===== src/rtl/ysyx_22040895_trap_ctrl_if.sv =====
// Trap sequencer bus bundle: execute-stage event handshake, CSR set/get ports and fetch redirect.
interface ysyx_22040895_trap_ctrl_if #(
    parameter int XLEN = 64
);
    logic            ev_valid_i;
    logic            ev_ready_o;
    logic            ecall_i;
    logic            ebreak_i;
    logic            mret_i;
    logic [XLEN-1:0] pc_i;

    logic            set_mepc_o;
    logic [XLEN-1:0] wdata_mepc_o;
    logic            get_mepc_o;
    logic [XLEN-1:0] rdata_mepc_i;
    logic            set_mcause_o;
    logic [XLEN-1:0] wdata_mcause_o;
    logic            get_mtvec_o;
    logic [XLEN-1:0] rdata_mtvec_i;
    logic            set_mstatus_o;
    logic [XLEN-1:0] wdata_mstatus_o;
    logic            get_mstatus_o;
    logic [XLEN-1:0] rdata_mstatus_i;

    logic            redirect_valid_o;
    logic [XLEN-1:0] redirect_pc_o;
    logic            redirect_ready_i;
    logic            stall_o;

    // master: the trap sequencer itself
    modport master (
        input  ev_valid_i, ecall_i, ebreak_i, mret_i, pc_i,
        output ev_ready_o,
        output set_mepc_o, wdata_mepc_o, get_mepc_o,
        input  rdata_mepc_i,
        output set_mcause_o, wdata_mcause_o, get_mtvec_o,
        input  rdata_mtvec_i,
        output set_mstatus_o, wdata_mstatus_o, get_mstatus_o,
        input  rdata_mstatus_i,
        output redirect_valid_o, redirect_pc_o,
        input  redirect_ready_i,
        output stall_o
    );

    // slave: execute stage, CSR file and fetch stage around it
    modport slave (
        output ev_valid_i, ecall_i, ebreak_i, mret_i, pc_i,
        input  ev_ready_o,
        input  set_mepc_o, wdata_mepc_o, get_mepc_o,
        output rdata_mepc_i,
        input  set_mcause_o, wdata_mcause_o, get_mtvec_o,
        output rdata_mtvec_i,
        input  set_mstatus_o, wdata_mstatus_o, get_mstatus_o,
        output rdata_mstatus_i,
        input  redirect_valid_o, redirect_pc_o,
        output redirect_ready_i,
        input  stall_o
    );
endinterface


===== src/rtl/ysyx_22040895_trap_ctrl.sv =====
// Trap/return sequencer in front of the CSR file: ecall/ebreak/mret -> CSR updates -> held fetch redirect.
// Optional macro TRAP_TIMER_IRQ_EN adds timer_irq_i, taken in IDLE when mstatus.MIE is set.
module ysyx_22040895_trap_ctrl #(
    parameter int          XLEN             = 64,
    parameter logic [63:0] MTVEC_ALIGN_MASK = 64'hFFFF_FFFF_FFFF_FFFC
) (
    input logic                       clk,
    input logic                       rst,
`ifdef TRAP_TIMER_IRQ_EN
    input logic                       timer_irq_i,
`endif
    ysyx_22040895_trap_ctrl_if.master bus
);

    localparam logic [2:0] S_IDLE = 3'd0;
    localparam logic [2:0] S_SAVE = 3'd1;
    localparam logic [2:0] S_JUMP = 3'd2;
    localparam logic [2:0] S_RET  = 3'd3;
    localparam logic [2:0] S_WAIT = 3'd4;

    localparam logic [XLEN-1:0] TVEC_MASK    = MTVEC_ALIGN_MASK[XLEN-1:0];
    localparam logic [XLEN-1:0] CAUSE_ECALL  = XLEN'(11);
    localparam logic [XLEN-1:0] CAUSE_EBREAK = XLEN'(3);
`ifdef TRAP_TIMER_IRQ_EN
    localparam logic [XLEN-1:0] CAUSE_MTIRQ  = {1'b1, {(XLEN-1){1'b0}}} | XLEN'(7);
`endif

    function automatic logic [XLEN-1:0] trap_mstatus(input logic [XLEN-1:0] s);
        logic [XLEN-1:0] r;
        r        = s;
        r[7]     = s[3];
        r[3]     = 1'b0;
        r[12:11] = 2'b11;
        return r;
    endfunction

    function automatic logic [XLEN-1:0] ret_mstatus(input logic [XLEN-1:0] s);
        logic [XLEN-1:0] r;
        r        = s;
        r[3]     = s[7];
        r[7]     = 1'b1;
        r[12:11] = 2'b11;
        return r;
    endfunction

    logic [2:0]      state;
    logic [2:0]      state_nxt;
    logic [XLEN-1:0] pc_q;
    logic [XLEN-1:0] cause_q;
    logic [XLEN-1:0] redirect_pc_q;

    logic            is_idle;
    logic            irq_take;
    logic            ev_ready;
    logic            accept;

    assign is_idle = (state == S_IDLE);

`ifdef TRAP_TIMER_IRQ_EN
    // mstatus is read continuously in IDLE so MIE gates the interrupt without an extra cycle
    assign irq_take = is_idle & timer_irq_i & bus.rdata_mstatus_i[3];
`else
    assign irq_take = 1'b0;
`endif

    assign ev_ready = is_idle & ~irq_take;
    assign accept   = bus.ev_valid_i & ev_ready;

    always_comb begin
        state_nxt = state;
        case (state)
            S_IDLE: begin
                if (irq_take) begin
                    state_nxt = S_SAVE;
                end else if (accept) begin
                    if (bus.ecall_i | bus.ebreak_i) begin
                        state_nxt = S_SAVE;
                    end else if (bus.mret_i) begin
                        state_nxt = S_RET;
                    end
                end
            end
            S_SAVE:  state_nxt = S_JUMP;
            S_JUMP:  state_nxt = S_WAIT;
            S_RET:   state_nxt = S_WAIT;
            S_WAIT:  if (bus.redirect_ready_i) state_nxt = S_IDLE;
            default: state_nxt = S_IDLE;
        endcase
    end

    always_ff @(posedge clk or negedge rst) begin
        if (!rst) begin
            state         <= S_IDLE;
            pc_q          <= '0;
            cause_q       <= '0;
            redirect_pc_q <= '0;
        end else begin
            state <= state_nxt;
            case (state)
                S_IDLE: begin
`ifdef TRAP_TIMER_IRQ_EN
                    if (irq_take) begin
                        pc_q    <= bus.pc_i;
                        cause_q <= CAUSE_MTIRQ;
                    end else
`endif
                    if (accept) begin
                        pc_q    <= bus.pc_i;
                        cause_q <= bus.ecall_i ? CAUSE_ECALL : CAUSE_EBREAK;
                    end
                end
                // SAVE has already committed, so mtvec read here is current
                S_JUMP:  redirect_pc_q <= bus.rdata_mtvec_i & TVEC_MASK;
                S_RET:   redirect_pc_q <= bus.rdata_mepc_i;
                default: ;
            endcase
        end
    end

    logic            set_mepc;
    logic [XLEN-1:0] wdata_mepc;
    logic            get_mepc;
    logic            set_mcause;
    logic [XLEN-1:0] wdata_mcause;
    logic            get_mtvec;
    logic            set_mstatus;
    logic [XLEN-1:0] wdata_mstatus;
    logic            get_mstatus;

    // CSR strobes decode straight from state so an async reset drops them immediately
    always_comb begin
        set_mepc      = 1'b0;
        wdata_mepc    = '0;
        get_mepc      = 1'b0;
        set_mcause    = 1'b0;
        wdata_mcause  = '0;
        get_mtvec     = 1'b0;
        set_mstatus   = 1'b0;
        wdata_mstatus = '0;
        get_mstatus   = 1'b0;
        case (state)
            S_IDLE: begin
`ifdef TRAP_TIMER_IRQ_EN
                get_mstatus = 1'b1;
`endif
            end
            S_SAVE: begin
                set_mepc      = 1'b1;
                wdata_mepc    = pc_q;
                set_mcause    = 1'b1;
                wdata_mcause  = cause_q;
                get_mstatus   = 1'b1;
                set_mstatus   = 1'b1;
                wdata_mstatus = trap_mstatus(bus.rdata_mstatus_i);
            end
            S_JUMP: begin
                get_mtvec = 1'b1;
            end
            S_RET: begin
                get_mepc      = 1'b1;
                get_mstatus   = 1'b1;
                set_mstatus   = 1'b1;
                wdata_mstatus = ret_mstatus(bus.rdata_mstatus_i);
            end
            default: ;
        endcase
    end

    assign bus.ev_ready_o       = ev_ready;
    assign bus.set_mepc_o       = set_mepc;
    assign bus.wdata_mepc_o     = wdata_mepc;
    assign bus.get_mepc_o       = get_mepc;
    assign bus.set_mcause_o     = set_mcause;
    assign bus.wdata_mcause_o   = wdata_mcause;
    assign bus.get_mtvec_o      = get_mtvec;
    assign bus.set_mstatus_o    = set_mstatus;
    assign bus.wdata_mstatus_o  = wdata_mstatus;
    assign bus.get_mstatus_o    = get_mstatus;
    assign bus.redirect_valid_o = (state == S_WAIT);
    assign bus.redirect_pc_o    = redirect_pc_q;
    assign bus.stall_o          = ~is_idle;

endmodule


===== src/flat_wrapper.sv =====
// flat-port wrapper written by rule: the top's interface ports become plain ports
module ysyx_22040895_trap_ctrl_flat 
#(
    parameter int          XLEN             = 64,
    parameter logic [63:0] MTVEC_ALIGN_MASK = 64'hFFFF_FFFF_FFFF_FFFC
)
  (clk, rst, bus_ev_valid_i, bus_ecall_i, bus_ebreak_i, bus_mret_i, bus_pc_i, bus_ev_ready_o, bus_set_mepc_o, bus_wdata_mepc_o, bus_get_mepc_o, bus_rdata_mepc_i, bus_set_mcause_o, bus_wdata_mcause_o, bus_get_mtvec_o, bus_rdata_mtvec_i, bus_set_mstatus_o, bus_wdata_mstatus_o, bus_get_mstatus_o, bus_rdata_mstatus_i, bus_redirect_valid_o, bus_redirect_pc_o, bus_redirect_ready_i, bus_stall_o);
  ysyx_22040895_trap_ctrl_if #(.XLEN(XLEN)) bus_i ();
  input logic clk;
  input logic rst;
  input wire logic [$bits(bus_i.ev_valid_i)-1:0] bus_ev_valid_i;
  input wire logic [$bits(bus_i.ecall_i)-1:0] bus_ecall_i;
  input wire logic [$bits(bus_i.ebreak_i)-1:0] bus_ebreak_i;
  input wire logic [$bits(bus_i.mret_i)-1:0] bus_mret_i;
  input wire logic [$bits(bus_i.pc_i)-1:0] bus_pc_i;
  output wire logic [$bits(bus_i.ev_ready_o)-1:0] bus_ev_ready_o;
  output wire logic [$bits(bus_i.set_mepc_o)-1:0] bus_set_mepc_o;
  output wire logic [$bits(bus_i.wdata_mepc_o)-1:0] bus_wdata_mepc_o;
  output wire logic [$bits(bus_i.get_mepc_o)-1:0] bus_get_mepc_o;
  input wire logic [$bits(bus_i.rdata_mepc_i)-1:0] bus_rdata_mepc_i;
  output wire logic [$bits(bus_i.set_mcause_o)-1:0] bus_set_mcause_o;
  output wire logic [$bits(bus_i.wdata_mcause_o)-1:0] bus_wdata_mcause_o;
  output wire logic [$bits(bus_i.get_mtvec_o)-1:0] bus_get_mtvec_o;
  input wire logic [$bits(bus_i.rdata_mtvec_i)-1:0] bus_rdata_mtvec_i;
  output wire logic [$bits(bus_i.set_mstatus_o)-1:0] bus_set_mstatus_o;
  output wire logic [$bits(bus_i.wdata_mstatus_o)-1:0] bus_wdata_mstatus_o;
  output wire logic [$bits(bus_i.get_mstatus_o)-1:0] bus_get_mstatus_o;
  input wire logic [$bits(bus_i.rdata_mstatus_i)-1:0] bus_rdata_mstatus_i;
  output wire logic [$bits(bus_i.redirect_valid_o)-1:0] bus_redirect_valid_o;
  output wire logic [$bits(bus_i.redirect_pc_o)-1:0] bus_redirect_pc_o;
  input wire logic [$bits(bus_i.redirect_ready_i)-1:0] bus_redirect_ready_i;
  output wire logic [$bits(bus_i.stall_o)-1:0] bus_stall_o;
  assign bus_i.ev_valid_i = bus_ev_valid_i;
  assign bus_i.ecall_i = bus_ecall_i;
  assign bus_i.ebreak_i = bus_ebreak_i;
  assign bus_i.mret_i = bus_mret_i;
  assign bus_i.pc_i = bus_pc_i;
  assign bus_ev_ready_o = bus_i.ev_ready_o;
  assign bus_set_mepc_o = bus_i.set_mepc_o;
  assign bus_wdata_mepc_o = bus_i.wdata_mepc_o;
  assign bus_get_mepc_o = bus_i.get_mepc_o;
  assign bus_i.rdata_mepc_i = bus_rdata_mepc_i;
  assign bus_set_mcause_o = bus_i.set_mcause_o;
  assign bus_wdata_mcause_o = bus_i.wdata_mcause_o;
  assign bus_get_mtvec_o = bus_i.get_mtvec_o;
  assign bus_i.rdata_mtvec_i = bus_rdata_mtvec_i;
  assign bus_set_mstatus_o = bus_i.set_mstatus_o;
  assign bus_wdata_mstatus_o = bus_i.wdata_mstatus_o;
  assign bus_get_mstatus_o = bus_i.get_mstatus_o;
  assign bus_i.rdata_mstatus_i = bus_rdata_mstatus_i;
  assign bus_redirect_valid_o = bus_i.redirect_valid_o;
  assign bus_redirect_pc_o = bus_i.redirect_pc_o;
  assign bus_i.redirect_ready_i = bus_redirect_ready_i;
  assign bus_stall_o = bus_i.stall_o;
  ysyx_22040895_trap_ctrl #(.XLEN(XLEN), .MTVEC_ALIGN_MASK(MTVEC_ALIGN_MASK)) u_core (.clk(clk), .rst(rst), .bus(bus_i));
endmodule

===== config.mk =====
export PLATFORM = sky130hd
export DESIGN_NAME = ysyx_22040895_trap_ctrl_flat
export DESIGN_NICKNAME = d
export VERILOG_FILES = /design/src/rtl/ysyx_22040895_trap_ctrl_if.sv /design/src/rtl/ysyx_22040895_trap_ctrl.sv /design/src/flat_wrapper.sv
export SDC_FILE = /design/constraint.sdc
export NUM_CORES = 1
export LEC_CHECK = 0
export CORE_AREA = 2 2 203 205
export CTS_CLUSTER_SIZE = 14
export DETAILED_ROUTE_END_ITERATION = 7
export DIE_AREA = 0 0 205 207
export PLACE_DENSITY_LB_ADDON = 0.2
export SLEW_MARGIN = 20
export SYNTH_ARGS = -nofsm -noshare
export SYNTH_HDL_FRONTEND = slang
export SYNTH_SLANG_ARGS = --single-unit
export TNS_END_PERCENT = 50

===== constraint.sdc =====
create_clock -name clk -period 1.7 [get_ports clk]
set_clock_uncertainty 0.05 [all_clocks]
set_input_delay 0.34 -clock clk [delete_from_list [all_inputs] [get_ports clk]]
set_output_delay 0.34 -clock clk [all_outputs]
set_load 0.05 [all_outputs]

* Word-level counts from Yosys, hierarchy flattened
Index checks and enable logic that the tools add are counted.
** Storage, ports and cells
- Input bits :: 263
- Register bits after elaboration :: 195
- Logic and storage cells :: 34
- Output and inout port bits :: 265
** Operators by class
- Bitwise gates (word level) :: 3
- Mux-type cells :: 14
- Reductions and logical operators :: 6
- Equal/unequal tests :: 7
** Operator list (number)
- 64-bit case mux with 2 select lines :: 2
- 64-bit two-way mux :: 2
- 3-bit two-way mux :: 4
- 3-bit case mux with 4 select lines :: 1
- 3-bit by 2-bit equality test with 1-bit output, second input constant :: 2
- 1-bit two-way mux :: 4
- 4-bit two-way mux :: 1
- 2-bit OR reduction :: 2
- 3-bit by 1-bit equality test with 1-bit output, second input constant :: 1
- 3-bit equality test, second input constant :: 1
- 3-bit logical NOT :: 1
- 3-bit != test, second input constant :: 1
- 3-bit AND reduction :: 1
- 2-bit by 1-bit != test with 1-bit output, second input constant :: 1
- 2-bit != test, second input constant :: 1
- 2-bit AND reduction :: 1
- 2-bit nonzero test :: 1
- 1-bit bitwise AND :: 1
- 1-bit inverter :: 1
- 1-bit OR :: 1

* Logic depth before layout (Yosys ltp)
Gate-level depths: netlist (run 1).
- Word-level depth :: 4
- Mapped depth :: 5
- Mapped depth without buffers :: 2

* Worst setup path before layout (run 1)
No wires, ideal clock.
- Path type :: reg-to-output
- From :: reg u_core.state[0]
- To :: out bus_wdata_mcause_o[1]
- Setup slack :: -851 ps
- Required time :: 1310 ps
- Stages on the path, launching flop included :: 6
- Buffers on the path :: 3
- Arrival :: 2161 ps
- Path through :: dfrtp_1 buf_2 nor3b_2 clkbuf_1 and2_1 buf_4
** On the way
- Word-level cells in the longest chain between the ends :: 2
** Ends and longest elaborated chain
- from (decl) :: line ysyx_22040895_trap_ctrl.sv:46 : logic [2:0] state;
- from (signal assigned) :: line ysyx_22040895_trap_ctrl.sv:98 : state <= state_nxt;
- 3-bit by 1-bit equality test with 1-bit output :: line ysyx_22040895_trap_ctrl.sv:141 : case (state)
- 64-bit two-way mux :: line ysyx_22040895_trap_ctrl.sv:141
- to (decl) :: line flat_wrapper.sv:22 : output wire logic [$bits(bus_i.wdata_mcause_o)-1:0] bus_wdata_mcause_o;
Every way passes these cells.

* Final worst setup path (run 1)
- From :: reg u_core.state[2]
- To :: out bus_wdata_mstatus_o[31]
** On the way
- Word-level cells in the longest chain between the ends :: 2
- Elaborated cells on any way between the ends :: 3
- Those cells by class :: eq/ne: 2; mux: 1
** Ends and longest elaborated chain
- 3-bit by 2-bit equality test with 1-bit output or 3-bit by 1-bit equality test with 1-bit output (tied branches) :: line ysyx_22040895_trap_ctrl.sv:141
- 64-bit case mux with 2 select lines (*) :: line ysyx_22040895_trap_ctrl.sv:141
- to (decl) :: line flat_wrapper.sv:26 : output wire logic [$bits(bus_i.wdata_mstatus_o)-1:0] bus_wdata_mstatus_o;
Every way passes the cells marked *; elsewhere a longest branch is shown, timed or not.

==> qor.yml, run 1 <==
clock_tree:
  cts-root-buf: "clkbuf_16"
  cts_htree_levels: 4
  tritoncts: "yes"
  cts_buffers: 17
  clock_latency_ns: 0.43
  cts_sinks: 133
  max-clock-path-buffers: 2
  cts.clk_slew.worst_paths_ns: 0.06
worst_setup_path:
  critical_path_peak_fanout: 8
  startpoint: "u_core.state[2]"
  timing.reg2reg.worst_path_depth: 7
  crit_end: "bus_wdata_mstatus_o[31]"
  worstSetupPathType: "register to output port"
  reg_to_reg_critical_path_endpoint: "u_core.pc_q[54]"
  r2r_start: "u_core.state[0]"
  path_delay_family: "buffers and inverters"
  endpoint_kind: "output port"
  setup.worst_path.start_class: "register"
  worstPathBufferInverterCount: 4
  worst_path_max_delay_cell: "dfrtp_2"
  critPathMaxStageDelay_ns: 0.45
  critical_path_depth: 6
  required_ns: 1.31
  worstPathArrival_ns: 1.79
  critical_path.cell_chain: "buf_4, nor2b_4, buf_12, clkbuf_16, and2_4, buf_12"
  timing.critical_path.mode_cell: "buf_12"
  reg2reg_setup_slack_ns: -0.29
synthesis:
  synth.area.top_cells: "dfrtp_1 47%, mux2_2 23%, and2_1 11%"
  ys_async_sr_fraction_pct: 100
  synth_compound_area_share_pct: 0.440
  xor_xnor_share_of_the_synthesized_area_pct: 0
  synth_top_family_by_area: "multiplexers"
  synth_seq_cells: 133
  post_synth.cell_area_avg_sq_um: 12.4
  dominantRegCellSynth: "dfrtp_1"
  synth.yosys.warnings: 0
  synthesized_area_fraction_occupied_by_adder_cells_pct: 0
  synth.largest_area_cell: "dfrtp_1"
  synthCells: 575
  number_of_synthesized_flops_with_an_enable_pin: 0
  sequential_area_share_after_synthesis_pct: 46.8
  synthMuxAreaShare_pct: 30.2
  synthSimpleGateAreaFrac_pct: 12.6
  synth.most_common_cell: "mux2_2"
  synth.cells.most_frequent: "147 x mux2_2, 133 x dfrtp_1, 127 x and2_1"
  synthesis.area_sq_um: 7110
  yosys.cell_types.count: 24
  synth_top_cell_area_share_pct: 46.8
route:
  drt_first_iter_violations: 114
  vias: 6034
  detailedRoute.firstPassIterationCount: 4
  antenna_left: 0
  routed_wl_um: 30800
  drt_drc_violations_left: 0
  post_drt_via_cell_ratio: 3.72
  detailed_route_wire_length_per_cell_um: 19.0
run_status:
  run_status: "finished, violations left"
  failed_checks: "setup timing"
timing:
  finalSetupViolCount: 268
  setup_repair_after_global_routing_missed_its_margin: "yes"
  final_hold_violation_count: 0
  post-route-min-period_ns: 2.18
  layout_setup_ws_ns: -0.480
  timing.final.max_slew_violations: 0
  max_freq_mhz: 459
  post-route-period-util_pct: 128
  timing.setup.tns_ns: -88.11
place:
  place.detailed.instances: 1562
  placement.cell_area_sq_um: 13800
  gp_congestion: 0.814
  placement.io_buffers: 462
  post-dp-hpwl_um: 23100
layout:
  fillers: 3972
  antenna_cells: 0
  fin_nets: 1342
  layout.cell_area.non_filler_sq_um: 15100
  area_growth_syn_to_layout_pct: 113
  layout-drive-gt1-share_pct: 53.9
  layout.cells.non_filler: 1624
grt:
  grt_pass1_wl_um: 43000
  grt_pass1_vias: 6438
  antenna_found_initial: 1
  grt.total_usage_pct: 14.0
  grt_start_max_net_pins: 64
  grt_remaining_overflow: 0
power_and_ir_drop:
  power.density_cell_area_nw_per_um2: 1890
  p_leak_nw: 6.39
  vdd_ir_drop_max_uv: 1350
die:
  core_area_sq_um: 40400
  starting_utilization_of_the_core_area_pct: 17.6
  io_pins: 528
  die_area_sq_um: 42400
  site_row_count: 74
  die_h_um: 207
  x_dimension_of_the_die_um: 205
worst_hold_path:
  class_of_the_most_critical_hold_timing_path: "input port to async pin"
run:
  max_cap_violations: 0
==> how the worst min path moves through the flow <==
stage | endpoint | slack, ns | depth (start not counted)
after global routing | u_core.bus.redirect_pc_o[19] | 0.34 | 2
after floorplan | u_core.bus.redirect_pc_o[0] | -0.006 | 0
after detailed placement | u_core.pc_q[10] | 0.25 | 1
final | u_core.bus.redirect_pc_o[19] | 0.33 | 2
after CTS | u_core.pc_q[10] | 0.33 | 2
after global placement | u_core.pc_q[14] | 0.25 | 1
==> through the flow <==
| step | hold slack (ns) | power [mW] | util [%] | setup WS (ns) |
|---|---|---|---|---|
| 6_report | 0.334 | 28.6 | 37.5 | -0.480 |
| 2_1_floorplan | -0.00559 | 15.8 | - | -0.0972 |
| 4_1_cts | 0.326 | 28.1 | 36.5 | -0.539 |
| 3_3_place_gp | 0.251 | 23.2 | 34.2 | -0.256 |
| 3_5_place_dp | 0.251 | 23.3 | 34.2 | -0.306 |
| 5_1_grt | 0.343 | 30.0 | 37.5 | -0.549 |
==> layer usage <==
layer	share of wire, %	wire [um]	global-route usage (%)
met4	1.8	555	4.37
met2	51	15800	23.9
met5	0.042	13	0
met3	9.0	2770	6.47
met1	38	11700	15.4
==> layout by cell type (no fill, tap or decap), drive strengths merged, types with 2 or more instances in the layout <==
cell | synthesis | final
buf | 84 | 260
clkdlybuf4s50 | 0 | 257
mux2 | 189 | 189
dfrtp | 133 | 133
and2 | 127 | 127
conb | 1 | 61
clkbuf | 18 | 26
clkinvlp | 0 | 5
inv | 4 | 5
clkinv | 0 | 4
nor2b | 3 | 3
bufbuf | 0 | 3
nand2 | 2 | 2
mux2i | 2 | 2
bufinv | 0 | 2
o21a | 2 | 2
nor3b | 2 | 2
==> kinds of logic after synthesis <==
family | count (synthesis)
and+or+nand+nor | 140
DFF | 133
buffers and inverters | 106
AOI/OAI and AO/OA | 4
other | 1
muxes | 191
==> registers in the layout, indices dropped and copies added (netlist names) <==
register                  flops
u_core.bus.redirect_pc_o     64
u_core.pc_q                  64
u_core.state                  3
u_core.cause_q                2
==> what timing repair did <==
| item | in CTS | in global routing |
|---|---|---|
| pin swaps | 15 | 64 |
| gates resized for setup | 41 | 91 |
| setup buffers | 11 | 7 |
| setup endpoints to repair | 244 | 266 |
| hold endpoints to repair | 34 | 0 |
| gates cloned | 4 | 9 |
| hold buffers | 1 | 0 |
==> cell type report <==
| class | instances | area, sq um | share of cell area [%] |
|---|---|---|---|
| sequential | 133 | 3330 | 22.1 |
| clock inverter | 12 | 128 | 0.844 |
| tap | 532 | 666 | 4.40 |
| inverter | 4 | 18.8 | 0.124 |
| multi-input combinational | 396 | 3670 | 24.3 |
| clock buffer | 20 | 457 | 3.02 |
| timing repair buffer | 527 | 6850 | 45.3 |
==> power by group <==
| group | internal, mW | leakage, nW | switching [mW] |
|---|---|---|---|
| Sequential | 4.80 | 1.56 | 0.831 |
| Combinational | 9.10 | 4.55 | 10.1 |
| Clock | 2.23 | 0.279 | 1.51 |
No activity file was read; power rests on OpenSTA's default activity.
==> inputs of run 2 (changes only) <==
--- a/config.mk
+++ b/config.mk
@@ -10,7 +10,7 @@
 export DETAILED_ROUTE_END_ITERATION = 7
 export DIE_AREA = 0 0 205 207
 export PLACE_DENSITY_LB_ADDON = 0.2
-export SLEW_MARGIN = 20
+export SLEW_MARGIN = 15
 export SYNTH_ARGS = -nofsm -noshare
 export SYNTH_HDL_FRONTEND = slang
 export SYNTH_SLANG_ARGS = --single-unit
==> results of run 2 <==
No change in the layout: final DEF, timing and power equal those of run 1.
==> inputs of run 3 (changes only) <==
--- a/config.mk
+++ b/config.mk
@@ -9,6 +9,7 @@
 export CTS_CLUSTER_SIZE = 14
 export DETAILED_ROUTE_END_ITERATION = 7
 export DIE_AREA = 0 0 205 207
+export GPL_TIMING_DRIVEN = 0
 export PLACE_DENSITY_LB_ADDON = 0.2
 export SLEW_MARGIN = 15
 export SYNTH_ARGS = -nofsm -noshare
==> qor.yml, run 3 (synthesis results as in run 1) <==
run_status:
  run_status: "finished, violations left"
  failed_checks: "setup timing"
timing:
  worst_slew_margin_rel_pct: 59.7
  layout_setup_ws_ns: -0.543  # -0.0628 ns
  setup_repair_after_global_routing_missed_its_margin: "yes"
  finalSetupViolCount: 247  # -7.8%
  final_hold_violation_count: 0  # unchanged
  timing.final.max_slew_violations: 0  # unchanged
  max_freq_mhz: 446  # -2.8%
  worst_slew_pin_slew_ns: 0.604
  post-route-period-util_pct: 132  # +3.7 points
  post-route-min-period_ns: 2.24  # +0.0628 ns
  timing.setup.tns_ns: -93.33  # -5.22 ns
layout:
  area_growth_syn_to_layout_pct: 113  # about the same
  antenna_cells: 0  # unchanged
  commonest_non_fill_non_tap_cell_in_the_layout: "clkdlybuf4s50_1"
  finish.utilization_pct: 37.5  # about the same
  layout.cell_area.non_filler_sq_um: 15100  # about the same
  fillers: 3987  # +0.38%
  layout-drive-gt1-share_pct: 52.9  # -1.0 points
  fin_nets: 1428  # +6.4%
  mostFrequentLayoutCells: "265 x clkdlybuf4s50_1, 147 x mux2_2, 131 x dfrtp_1"
route:
  antenna_left: 0  # unchanged
  routed_wl_um: 30700  # -0.11%
  detailed_route_wire_length_per_cell_um: 18.0  # -5.1%
  post_drt_via_cell_ratio: 3.64  # -2.0%
  drt_drc_violations_left: 0  # unchanged
  drt_first_iter_violations: 151  # +32%
  vias: 6223  # +3.1%
  detailedRoute.firstPassIterationCount: 4  # unchanged
clock_tree:
  cts_htree_levels: 4  # unchanged
  cts.clk_slew.worst_paths_ns: 0.06  # about the same
  cts_sinks: 133  # unchanged
  clock_latency_ns: 0.43  # about the same
  tritoncts: "yes"
  max-clock-path-buffers: 2  # unchanged
  cts-root-buf: "clkbuf_16"
  cts_buffers: 17  # unchanged
power_and_ir_drop:
  total_switching_power_mw: 12.4  # -0.70%
  p_leak_nw: 7.05  # +10%
  power.share.switching_pct: 44.2  # +0.58 points
  power_frac_comb_pct: 66.4  # -0.8 points
  vdd_ir_drop_max_uv: 1130  # -17%
  clock_power_share_pct: 13.7  # +0.6 points
  power.density_cell_area_nw_per_um2: 1850  # -2.1%
  internal_portion_of_total_power_mw: 15.6  # -3.0%
  share_seq_of_total_power_pct: 19.8  # about the same
die:
  die_area_sq_um: 42400  # unchanged
  die_h_um: 207  # unchanged
  site_row_count: 74  # unchanged
  io_pins: 528  # unchanged
  x_dimension_of_the_die_um: 205  # unchanged
  core_area_sq_um: 40400  # unchanged
  starting_utilization_of_the_core_area_pct: 17.6  # unchanged
place:
  gp_congestion: 0.862  # +5.9%
  placement.cell_area_sq_um: 12900  # -6.8%
  post-dp-hpwl_um: 23400  # +1.3%
  placement.io_buffers: 462  # unchanged
worst_setup_path:
  reg_to_reg_critical_path_endpoint: "u_core.pc_q[59]"
  endpoint_kind: "output port"
  reg2reg_setup_slack_ns: -0.36  # -0.07 ns
  setup.worst_path.start_class: "register"
  r2r_start: "u_core.state[2]"
  required_ns: 1.31  # about the same
  worstPathArrival_ns: 1.85  # +0.06 ns
  critical_path_peak_fanout: 5  # -3
  worstSetupPathType: "register to output port"
  timing.reg2reg.worst_path_depth: 8  # +1
run:
  max_cap_violations: 0  # unchanged
grt:
  grt_pass1_vias: 6460  # +0.34%
  grt_start_max_net_pins: 70  # +9.4%
  antenna_found_initial: 1  # unchanged
  grt_remaining_overflow: 0  # unchanged
  grt.total_usage_pct: 14.0  # about the same
  grt_pass1_wl_um: 43400  # +0.92%
worst_hold_path:
  class_of_the_most_critical_hold_timing_path: "input port to async pin"
-- run 3: changes by cell type in the layout (fill, tap and decap cells not counted), sizes merged --
cell | before | now
dlymetal6s2s | 0 | 45
clkbuf | 26 | 53
buf | 260 | 268
clkdlybuf4s50 | 257 | 265
bufbuf | 3 | 0
bufinv | 2 | 3
inv | 5 | 4
-- run 3: worst max path at each step --
stage | depth (start not counted) | to | startpoint | slack [ns]
after floorplan | 4 | bus_wdata_mepc_o[25] | u_core.state[1] | -0.1
after global placement | 1 | u_core.state[2] | rst | -6.68
after detailed placement | 5 | bus_wdata_mepc_o[47] | u_core.state[1] | -1.32
after CTS | 6 | bus_wdata_mepc_o[54] | u_core.state[2] | -0.60
after global routing | 7 | bus_wdata_mepc_o[52] | u_core.state[0] | -0.62
final | 6 | bus_ev_ready_o | u_core.state[0] | -0.54
-- run 3: critical path, stage by stage (launching register included) --
cell and delay, ns:
dfrtp_1 0.39, buf_12 0.14, buf_4 0.15, buf_16 0.14, or3_4 0.37, clkinvlp_4 0.09
buf_8 0.14
-- run 3: timing repair --
| item | in CTS | in global routing |
|---|---|---|
| resized for setup | 1104 | 233 |
| pin swaps | 35 | 6 |
| hold buffers | 1 | 0 |
| setup endpoints to repair | 325 | 331 |
| cloned | 6 | 5 |
| endpoints found under the hold margin | 68 | 0 |
| buffers inserted | 9 | 31 |
-- run 3: metrics by stage --
| stage | total power, mW | instances | hold WS [ns] | setup WS [ns] |
|---|---|---|---|---|
| after floorplan | 15.8 | 635 | -0.00559 | -0.0972 |
| after global placement | 21.1 | 1629 | 0.402 | -6.68 |
| after detailed placement | 21.2 | 1630 | 0.312 | -1.32 |
| after CTS | 26.9 | 1677 | 0.401 | -0.598 |
| after global routing | 29.4 | 1709 | 0.433 | -0.622 |
| final | 28.0 | 1709 | 0.407 | -0.543 |
-- run 3: area by class of cell --
type	instances	area [sq um]	share of cell area, %
Buffer	100	1010	6.71
Multi-Input combinational cell	396	3670	24.3
Clock buffer	19	433	2.86
Clock inverter	12	156	1.03
Inverter	4	18.8	0.124
Sequential cell	133	3330	22.0
Tap cell	532	666	4.40
Timing Repair Buffer	513	5840	38.6
-- run 3: routing by layer --
layer  routed length [um]  global-route usage, %
met1                12400                   16.3
met2                15100                   23.2
met3                 2660                   6.20
met4                  544                   3.92
met5                   13                      0
-- run 3: power by group through the flow --
stage          registers, mW  clock network [mW]  logic (mW)
2_1_floorplan           8.15                   0        7.66
3_5_place_dp            5.59                   0        15.6
6_report                5.56                3.85        18.6
4_1_cts                 5.58                3.98        17.4
3_3_place_gp            5.55                   0        15.6
5_1_grt                 5.78                4.15        19.4
